$ cat src/rtl/fp32_pkg.sv
// fp32_pkg: shared definitions for the single-precision FP units.
//   - IEEE-754 single-precision field widths, bias and bit positions
//   - packed constants for +infinity and +0
//   - state encoding for the iterative divider FSM
package fp32_pkg;

    localparam int FP_W        = 32;
    localparam int FP_EXP_W    = 8;
    localparam int FP_MANT_W   = 24;  // includes the implicit 1
    localparam int FP_FRAC_W   = 23;
    localparam int FP_BIAS     = 127;

    localparam int FP_SIGN_POS = 31;
    localparam int FP_EXP_MSB  = 30;
    localparam int FP_EXP_LSB  = 23;
    localparam int FP_FRAC_MSB = 22;

    localparam logic [FP_W-1:0] FP32_POS_INF = 32'h7F80_0000;
    localparam logic [FP_W-1:0] FP32_ZERO    = 32'h0000_0000;

    typedef enum logic [1:0] {
        IDLE   = 2'd0,
        DIVIDE = 2'd1,
        NORM   = 2'd2
    } fp_div_state_e;

endpackage

$ cat src/rtl/fp_mant_div.sv
// fp_mant_div: restoring mantissa divider, one quotient bit per step.
//   clk, rst_n : clock, asynchronous active-low reset
//   load_i     : capture ma_i/mb_i, clear quotient and iteration counter
//   step_i     : perform one restoring iteration
//   ma_i, mb_i : normalised mantissas (implicit 1 included)
//   q_o        : quotient, floor(ma/mb * 2^(MANT_W)) after MANT_W+1 steps
//   last_o     : high while the final iteration is being performed
module fp_mant_div #(
    parameter int MANT_W = 24
) (
    input  logic              clk,
    input  logic              rst_n,
    input  logic              load_i,
    input  logic              step_i,
    input  logic [MANT_W-1:0] ma_i,
    input  logic [MANT_W-1:0] mb_i,
    output logic [MANT_W:0]   q_o,
    output logic              last_o
);

    localparam int ITER  = MANT_W + 1;
    localparam int CNT_W = $clog2(ITER + 1);

    logic [MANT_W:0]   rem_q, rem_d;
    logic [MANT_W:0]   diff;
    logic [MANT_W-1:0] mb_q;
    logic [MANT_W:0]   q_q;
    logic [CNT_W-1:0]  cnt_q;
    logic              ge;

    // After a subtract the remainder is below mb (< 2^MANT_W), so the
    // left shift never loses a set bit in the MANT_W+1 bit register.
    always_comb begin
        ge    = (rem_q >= {1'b0, mb_q});
        diff  = ge ? (rem_q - {1'b0, mb_q}) : rem_q;
        rem_d = diff << 1;
    end

    always_ff @(posedge clk or negedge rst_n) begin
        if (!rst_n) begin
            rem_q <= '0;
            mb_q  <= '0;
            q_q   <= '0;
            cnt_q <= '0;
        end else if (load_i) begin
            rem_q <= {1'b0, ma_i};
            mb_q  <= mb_i;
            q_q   <= '0;
            cnt_q <= '0;
        end else if (step_i) begin
            rem_q <= rem_d;
            q_q   <= {q_q[MANT_W-1:0], ge};
            cnt_q <= cnt_q + 1'b1;
        end
    end

    assign q_o    = q_q;
    assign last_o = (cnt_q == CNT_W'(ITER - 1));

endmodule

$ cat src/rtl/fp_div32.sv
// fp_div32: multi-cycle IEEE-754 single-precision divider, result = a / b.
//   clk, reset : clock, asynchronous active-low reset
//   start      : request, sampled only while idle
//   a, b       : packed dividend / divisor
//   busy       : high from acceptance until done
//   done       : one-cycle pulse, result and flags valid from here on
//   result     : packed quotient (truncated)
//   neg, zero, carry, overflow : result sign, +-0, constant 0, +-infinity
// Handshake: start is taken on a rising edge when the FSM is IDLE; busy
// rises after that edge and falls together with the done pulse. Outputs
// hold until the next done. Exponent-0 operands count as zero.
module fp_div32
    import fp32_pkg::*;
#(
    parameter int MANT_W = 24,
    parameter int EXP_W  = 8,
    parameter int BIAS   = 127
) (
    input  logic        clk,
    input  logic        reset,
    input  logic        start,
    input  logic [31:0] a,
    input  logic [31:0] b,
    output logic        busy,
    output logic        done,
    output logic [31:0] result,
    output logic        neg,
    output logic        zero,
    output logic        carry,
    output logic        overflow
);

    localparam int EW   = EXP_W + 2;  // signed headroom for ea - eb + bias
    localparam int SPOS = EXP_W + MANT_W - 1;

    fp_div_state_e    state_q;
    logic             sign_q;
    logic [EXP_W-1:0] ea_q, eb_q;
    logic [31:0]      result_q;
    logic             neg_q, zero_q, ovf_q, busy_q, done_q;

    logic             a_zero, b_zero, div_load, div_step, div_last;
    logic [MANT_W:0]  quo;
    logic [EW-1:0]    e_calc;
    logic [MANT_W-2:0] frac;
    logic [31:0]      res_d;
    logic             zero_d, ovf_d;

    assign a_zero   = (a[MANT_W-1 +: EXP_W] == '0);
    assign b_zero   = (b[MANT_W-1 +: EXP_W] == '0);
    assign div_load = (state_q == IDLE) && start && !a_zero && !b_zero;
    assign div_step = (state_q == DIVIDE);

    fp_mant_div #(.MANT_W(MANT_W)) u_mant_div (
        .clk    (clk),
        .rst_n  (reset),
        .load_i (div_load),
        .step_i (div_step),
        .ma_i   ({1'b1, a[MANT_W-2:0]}),
        .mb_i   ({1'b1, b[MANT_W-2:0]}),
        .q_o    (quo),
        .last_o (div_last)
    );

    // Quotient lies in (0.5, 2): its top bit selects the normalisation.
    always_comb begin
        e_calc = {2'b00, ea_q} - {2'b00, eb_q}
               + (quo[MANT_W] ? EW'(BIAS) : EW'(BIAS - 1));
        frac   = quo[MANT_W] ? quo[MANT_W-1:1] : quo[MANT_W-2:0];
        res_d  = {sign_q, e_calc[EXP_W-1:0], frac};
        zero_d = 1'b0;
        ovf_d  = 1'b0;
        // Divisor zero wins over dividend zero, so 0/0 gives infinity.
        if (eb_q == '0) begin
            res_d = {sign_q, {EXP_W{1'b1}}, {(MANT_W-1){1'b0}}};
            ovf_d = 1'b1;
        end else if (ea_q == '0) begin
            res_d  = {sign_q, {(EXP_W+MANT_W-1){1'b0}}};
            zero_d = 1'b1;
        end else if ($signed(e_calc) >= $signed(EW'((1 << EXP_W) - 1))) begin
            res_d = {sign_q, {EXP_W{1'b1}}, {(MANT_W-1){1'b0}}};
            ovf_d = 1'b1;
        end else if ($signed(e_calc) <= $signed(EW'(0))) begin
            res_d  = {sign_q, {(EXP_W+MANT_W-1){1'b0}}};
            zero_d = 1'b1;
        end
    end

    always_ff @(posedge clk or negedge reset) begin
        if (!reset) begin
            state_q  <= IDLE;
            sign_q   <= 1'b0;
            ea_q     <= '0;
            eb_q     <= '0;
            result_q <= '0;
            neg_q    <= 1'b0;
            zero_q   <= 1'b0;
            ovf_q    <= 1'b0;
            busy_q   <= 1'b0;
            done_q   <= 1'b0;
        end else begin
            done_q <= 1'b0;
            case (state_q)
                IDLE: begin
                    if (start) begin
                        sign_q  <= a[SPOS] ^ b[SPOS];
                        ea_q    <= a[MANT_W-1 +: EXP_W];
                        eb_q    <= b[MANT_W-1 +: EXP_W];
                        busy_q  <= 1'b1;
                        state_q <= (a_zero || b_zero) ? NORM : DIVIDE;
                    end
                end
                DIVIDE: begin
                    if (div_last) state_q <= NORM;
                end
                NORM: begin
                    result_q <= res_d;
                    neg_q    <= res_d[SPOS];
                    zero_q   <= zero_d;
                    ovf_q    <= ovf_d;
                    done_q   <= 1'b1;
                    busy_q   <= 1'b0;
                    state_q  <= IDLE;
                end
                default: state_q <= IDLE;
            endcase
        end
    end

    assign busy     = busy_q;
    assign done     = done_q;
    assign result   = result_q;
    assign neg      = neg_q;
    assign zero     = zero_q;
    assign carry    = 1'b0;
    assign overflow = ovf_q;

endmodule

$ cat config.mk
export PLATFORM = sky130hd
export DESIGN_NAME = fp_div32
export DESIGN_NICKNAME = d
export VERILOG_FILES = /design/src/rtl/fp32_pkg.sv /design/src/rtl/fp_mant_div.sv /design/src/rtl/fp_div32.sv
export SDC_FILE = /design/constraint.sdc
export NUM_CORES = 1
export LEC_CHECK = 0
export ABC_CLOCK_PERIOD_IN_PS = 3970
export BUFFER_PORTS_ARGS = -buffer_cell sky130_fd_sc_hd__buf_4
export CORE_MARGIN = 2
export CORE_UTILIZATION = 35
export DETAILED_ROUTE_END_ITERATION = 7
export SLEW_MARGIN = 20
export SYNTH_ARGS = -nofsm -noshare
export SYNTH_HDL_FRONTEND = slang
export SYNTH_SLANG_ARGS = --single-unit
$ cat constraint.sdc
create_clock -name clk -period 3.97 [get_ports clk]
set_clock_uncertainty 0.1 [all_clocks]
set_input_delay 0.794 -clock clk [delete_from_list [all_inputs] [get_ports clk]]
set_output_delay 0.794 -clock clk [all_outputs]
set_load 0.01 [all_outputs]
; ---- Word level (Yosys, flattened, before mapping)
; Cells that the tools add are included.
[classes]
addsub = 4
order_cmp = 3
n_eq_ne = 5
mux = 27
n_bitwise = 1
reduce_logical = 16
[op_table]
columns = cell, n
row1 = $mux 31, 4
row2 = $mux 25, 4
row3 = $logic_not 8->1, 4
row4 = $ge 25x24->1, 1
row5 = $mux 24, 1
row6 = $sub 24x24->24, 1
row7 = $mux 23, 1
row8 = $add 9x8->10, 1
row9 = $ge 10x9->1 const B, 1
row10 = $le 10x1->1 const B, 1
row11 = $mux 1, 10
row12 = $mux 5, 2
row13 = $sub 8x8->9, 1
row14 = $mux 2, 3
row15 = $reduce_and 2->1, 3
row16 = $add 5x1->5 const B, 1
row17 = $eq 5x5->1 const B, 1
row18 = $pmux 2 s2, 1
row19 = $reduce_bool 2->1, 2
row20 = $logic_and 1x1->1, 3
row21 = $eq 2x1->1 const B, 1
row22 = $eq 2x2->1 const B, 1
row23 = $logic_not 1->1, 2
row24 = $logic_not 2->1, 1
row25 = 5 further kinds, 5
[totals]
regBits = 135
output_inout_bits = 38
word_cells = 70

; ---- Depth between registers and ports, before layout
[depth]
word_depth = 7
mapped_depth = 16

; ---- Hierarchy
; Synthesis repeated with hierarchy kept, for this count alone.
[hier_totals]
cells_unflattened = 911
area_unflattened_um2 = 8398.1
[modules_own_cells]
columns = module, instances, cells_each, area_per_inst_um2, seq_area_each_um2
row1 = fp_mant_div, 1, 573, 5003.5, 1976.9
row2 = fp_div32, 1, 338, 3394.5, 1376.3

; ---- Worst setup path before layout
; No wires, ideal clock.
[synth_timing]
kind = register to register
start = register ea_q[0]
end = register result_q[10] (netlist: result[10])
setup_ns = 0.074
t_arrival_ns = 3.177
slack_ns = 0.619
stages_incl_launch_ff = 16
period_less_slack_ns = 3.351
path_cell_list = dfrtp_1 > inv_1 > ha_1 > inv_1 > fa_1 > inv_1 > ha_1 > and4b_1 > a221oi_1 > nand2b_1 > nor4_1 > a31oi_1 > o22a_1 > o2111ai_4 > buf_8 > o21ai_2
[synth_between]
elab_chain_len = 7
[synth_lines]
columns = element, line
row1 = "start, declared", fp_div32.sv:38  ; logic [EXP_W-1:0] ea_q, eb_q;
row2 = "start signal, assigned", fp_div32.sv:107  ; ea_q <= a[MANT_W-1 +: EXP_W];
row3 = $sub 8x8->9, fp_div32.sv:67  ; e_calc = {2'b00, ea_q} - {2'b00, eb_q}
row4 = $add 9x8->10, fp_div32.sv:68  ; + (quo[MANT_W] ? EW'(BIAS) : EW'(BIAS - 1));
row5 = $le 10x1->1, fp_div32.sv:83  ; end else if ($signed(e_calc) <= $signed(EW'(0))) begin
row6 = $mux 31, fp_div32.sv:83
row7 = $mux 31, fp_div32.sv:80  ; end else if ($signed(e_calc) >= $signed(EW'((1 << EXP_W) - 1))) begin
row8 = $mux 31 *, fp_div32.sv:77  ; end else if (ea_q == '0) begin
row9 = $mux 31 *, fp_div32.sv:74  ; if (eb_q == '0) begin
row10 = "end signal, assigned", fp_div32.sv:117  ; result_q <= res_d;
row11 = "end, declared", fp_div32.sv:39  ; logic [31:0] result_q;
; Every way passes the cells marked *; elsewhere a longest branch is shown, timed or not.
; A chain may end at the register's enable or synchronous reset.

; ---- Worst setup path in the final report
[layout_timing]
start = register ea_q[0]
end = register result_q[16] (netlist: result[16])
; Same word-level chain as after synthesis.

==> impl_results.html <==
<table>
<tr><th>Metric</th><th>Value</th></tr>
<tr><th colspan="2">CTS</th></tr>
<tr><td>Num Clock Sinks</td><td>134</td></tr>
<tr><td>Cell at the root of the clock tree</td><td>clkbuf_16</td></tr>
<tr><td>Clock-pin slew on the worst setup and hold paths</td><td>0.07 ns</td></tr>
<tr><td>Clock tree from TritonCTS</td><td>done</td></tr>
<tr><td>CTS HTree Levels</td><td>4</td></tr>
<tr><td>Clock latency of the later-clocked register in the worst-skew pair</td><td>0.43 ns</td></tr>
<tr><td>Num CTS Buffers</td><td>17</td></tr>
<tr><td>Max Root-Sink Buffers</td><td>2</td></tr>
<tr><td>Number of buffers added to fix hold violations after cts</td><td>0</td></tr>
<tr><th colspan="2">Placement</th></tr>
<tr><td>Number of buffer cells added on primary ports</td><td>103</td></tr>
<tr><td># placed instances</td><td>1183</td></tr>
<tr><td>Global placer's final weighted congestion</td><td>0.8353</td></tr>
<tr><td>Hpwl dp</td><td>12800 um</td></tr>
<tr><th colspan="2">Floorplanning</th></tr>
<tr><td>Core box area</td><td>21760 um2</td></tr>
<tr><td>Die width</td><td>152.7 um</td></tr>
<tr><td>Starting Density</td><td>35.56%</td></tr>
<tr><td>Die height</td><td>152.7 um</td></tr>
<tr><td>Floorplan die area</td><td>23310 um2</td></tr>
<tr><td>Site row count</td><td>54</td></tr>
<tr><td>Number of top-level pins</td><td>105</td></tr>
<tr><th colspan="2">Detailed routing</th></tr>
<tr><td>Vias per cell</td><td>5.092</td></tr>
<tr><td>WL per Instance</td><td>15.22 um</td></tr>
<tr><td>Total number of vias</td><td>6202</td></tr>
<tr><td>ANT nets after route</td><td>0</td></tr>
<tr><td>Remaining DRCs</td><td>0</td></tr>
<tr><td>Drt pass-1 iters</td><td>5</td></tr>
<tr><td>Final Routed Wirelength</td><td>18530 um</td></tr>
<tr><td>Initial detailed-routing violation count</td><td>299</td></tr>
<tr><th colspan="2">Setup path</th></tr>
<tr><td>Cell family contributing the most delay on the critical path</td><td>compound AO/OA/AOI/OAI gates</td></tr>
<tr><td>CP max stage delay</td><td>0.45 ns</td></tr>
<tr><td>Kind of end point of the critical path</td><td>flip-flop</td></tr>
<tr><td>Critical Path Start Type</td><td>flip-flop</td></tr>
<tr><td>List of cells traversed by the critical path</td><td>inv_1 -&gt; ha_1 -&gt; inv_1 -&gt; fa_1 -&gt; a211o_1 -&gt; a211o_1 -&gt; a221oi_4 -&gt; buf_4 -&gt; nor4_1 -&gt; a31oi_1 -&gt; o22a_1 -&gt; o2111ai_4 -&gt; o21ai_2</td></tr>
<tr><td>Worst path required time</td><td>4.22 ns</td></tr>
<tr><td>WP data arrival</td><td>4.05 ns</td></tr>
<tr><td>Classification of the worst setup path</td><td>flip-flop to flip-flop</td></tr>
<tr><td>Cell with the largest stage delay on the worst path</td><td>fa_1</td></tr>
<tr><td>Top fanout value on the critical path</td><td>11</td></tr>
<tr><td>Bufs and invs on worst path</td><td>3</td></tr>
<tr><th colspan="2">Yosys</th></tr>
<tr><td>Main synth FF type</td><td>dfrtp_1</td></tr>
<tr><td>Unique cell type count in the Yosys netlist</td><td>71</td></tr>
<tr><td>Post-Synthesis Net Count</td><td>933</td></tr>
<tr><td>Seq/Total Area, Yosys</td><td>43.34%</td></tr>
<tr><td>Commonest cells in the synthesized netlist</td><td>nand2_1 (139), dfrtp_1 (134), o21ai_0 (87)</td></tr>
<tr><td>Mean area per synthesized cell</td><td>9.343 um2</td></tr>
<tr><td>Leading cell type by number of instances after synthesis</td><td>nand2_1</td></tr>
<tr><td>Cell count after synthesis</td><td>828</td></tr>
<tr><td>Count of state elements after synthesis</td><td>134</td></tr>
<tr><td>Number of flops mapped to enable cells by yosys</td><td>0</td></tr>
<tr><td>Ys Warns</td><td>0</td></tr>
<tr><td>Top cell type's share of synthesized area</td><td>43.34%</td></tr>
<tr><td>Top area cells in the synthesized netlist</td><td>dfrtp_1 (43%), nand2_1 (6.7%), ha_1 (5.8%)</td></tr>
<tr><td>Cell Area, Synth</td><td>7736 um2</td></tr>
<tr><td>Fraction of registers with async set/reset</td><td>100.0%</td></tr>
<tr><td>Top cell type by total area after synthesis</td><td>dfrtp_1</td></tr>
<tr><th colspan="2">Run</th></tr>
<tr><td>Maxcap violations</td><td>0</td></tr>
<tr><th colspan="2">Timing</th></tr>
<tr><td>Final Setup Violations</td><td>0</td></tr>
<tr><td>Highest clock rate</td><td>0.2636 GHz</td></tr>
<tr><td>Hold Fails Final Rpt</td><td>0</td></tr>
<tr><td>Slew at the pin with the worst max-slew slack</td><td>0.9656 ns</td></tr>
<tr><td>Number of max-slew violations in the final report</td><td>0</td></tr>
<tr><td>Final clock period utilization by the worst path</td><td>95.54%</td></tr>
<tr><td>Fin crit period</td><td>3.793 ns</td></tr>
<tr><td>Worst relative slew slack</td><td>35.56%</td></tr>
<tr><th colspan="2">Global route</th></tr>
<tr><td>Leftover overflow at the end of global routing</td><td>0</td></tr>
<tr><td>Initial antenna violation count</td><td>0</td></tr>
<tr><td>Maximum number of pins on one net before global-route repair</td><td>79</td></tr>
<tr><td>First-pass GRT wire length</td><td>30910 um</td></tr>
<tr><td>Global-route usage over all layers</td><td>16.17%</td></tr>
<tr><td>Via count of the first global-routing pass</td><td>6232</td></tr>
<tr><th colspan="2">Final layout</th></tr>
<tr><td>Layout Cells excl Fill</td><td>1218</td></tr>
<tr><td>Post-synthesis to final-layout area growth</td><td>22.87%</td></tr>
<tr><td>Antenna diode count</td><td>0</td></tr>
<tr><td>Ratio of cells with drive above 1 in the final layout</td><td>21.32%</td></tr>
<tr><td>NumNets Final</td><td>1030</td></tr>
<tr><th colspan="2">Status</th></tr>
<tr><td>Outcome</td><td>completed</td></tr>
<tr><th colspan="2">Worst hold path</th></tr>
<tr><td>Worst hold path type</td><td>primary input to asynchronous set/reset pin</td></tr>
</table>
==> cell type report <==
cell class,count,area (um2)
clock inverters,14,187.7
well taps,280,350.3
clock buffers,18,439.2
flip-flops and latches,134,3353
multi-input cells,603,4040
inverters,50,187.7
fillers,2144,12250
repair buffers,119,947.2
==> cells by family (layout without fill, tap and decap cells) <==
logic type	after synthesis	after routing	synth area share, %
and+or+nand+nor	245	245	14.25
AOI/OAI and AO/OA	233	234	20.25
DFF	134	134	43.34
buffers and inverters	92	201	5.127
muxes	52	52	6.906
adders and majority gates	38	38	6.340
xor gates and xnor gates	33	33	3.736
other	1	1	0.04847
==> what timing repair did <==
item | 4_1_cts | 5_1_grt
endpoints found under the setup margin | 1 | 28
gates cloned | 0 | 1
resized for setup | 1 | 2
pin swaps | 0 | 1
setup buffers | 0 | 2
==> state kept, by name (all words and copies together) (netlist names) <==
register / count
u_mant_div.mb_q: 24
overflow: 1
u_mant_div.q_o: 25
sign_q: 1
busy: 1
eb_q: 8
u_mant_div.cnt_q: 5
u_mant_div.rem_q: 25
state_q: 2
zero: 1
ea_q: 8
result: 32
done: 1
==> routing by layer <==
layer | share of wire (%) | global-route usage (%) | vias to the layer above
li1 | - | - | 3102
met1 | 47 | 21.66 | 2968
met2 | 48 | 26.59 | 116
met3 | 3.5 | 3.612 | 16
met4 | 0.98 | 4.189 | 0
met5 | 0 | 0 | -
==> cells in the final DEF (no fill, tap or decap), types with 16 or more instances in the layout <==
master     Yosys  routed
o21ai_0       87      86
clkbuf_16      0      17
o21ai_2       20      20
inv_1         50      50
buf_4          3     114
nor2_1        36      33
ha_1          36      36
xnor2_1       17      17
dfrtp_1      134     134
xor2_1        16      16
mux2i_1       41      41
nand2_1      139     139
a21oi_1       35      35
==> per-stage QoR <==
step	hold slack, ns	util [%]	worst slack (ns)	TNS, ns	area (um2)
2_1_floorplan	0.3181	-	0.6185	0	7736
3_3_place_gp	0.3373	40.53	0.08215	0	8817
3_5_place_dp	0.3399	40.53	0.01340	0	8817
4_1_cts	0.3295	43.41	-0.001606	-0.001606	9444
5_1_grt	0.3643	43.69	-0.004448	-0.01514	9505
6_report	0.3029	43.69	0.1770	0	9505
==> final timing paths <==
path	from	endpoint	cells after the start	slack, ns
min	reset	result[25]	1	0.30
max in group asynchronous	reset	u_mant_div.rem_q[0]	2	2.69
max	ea_q[0]	result[16]	13	0.18
min in group clk	u_mant_div.mb_q[23]	u_mant_div.mb_q[23]	2	0.35
max reg2reg	ea_q[0]	result[16]	13	0.18
min reg2reg	u_mant_div.mb_q[23]	u_mant_div.mb_q[23]	2	0.35
Power is not shown: default switching activity piles up to over one toggle a cycle in this logic, so the estimate is an artifact.
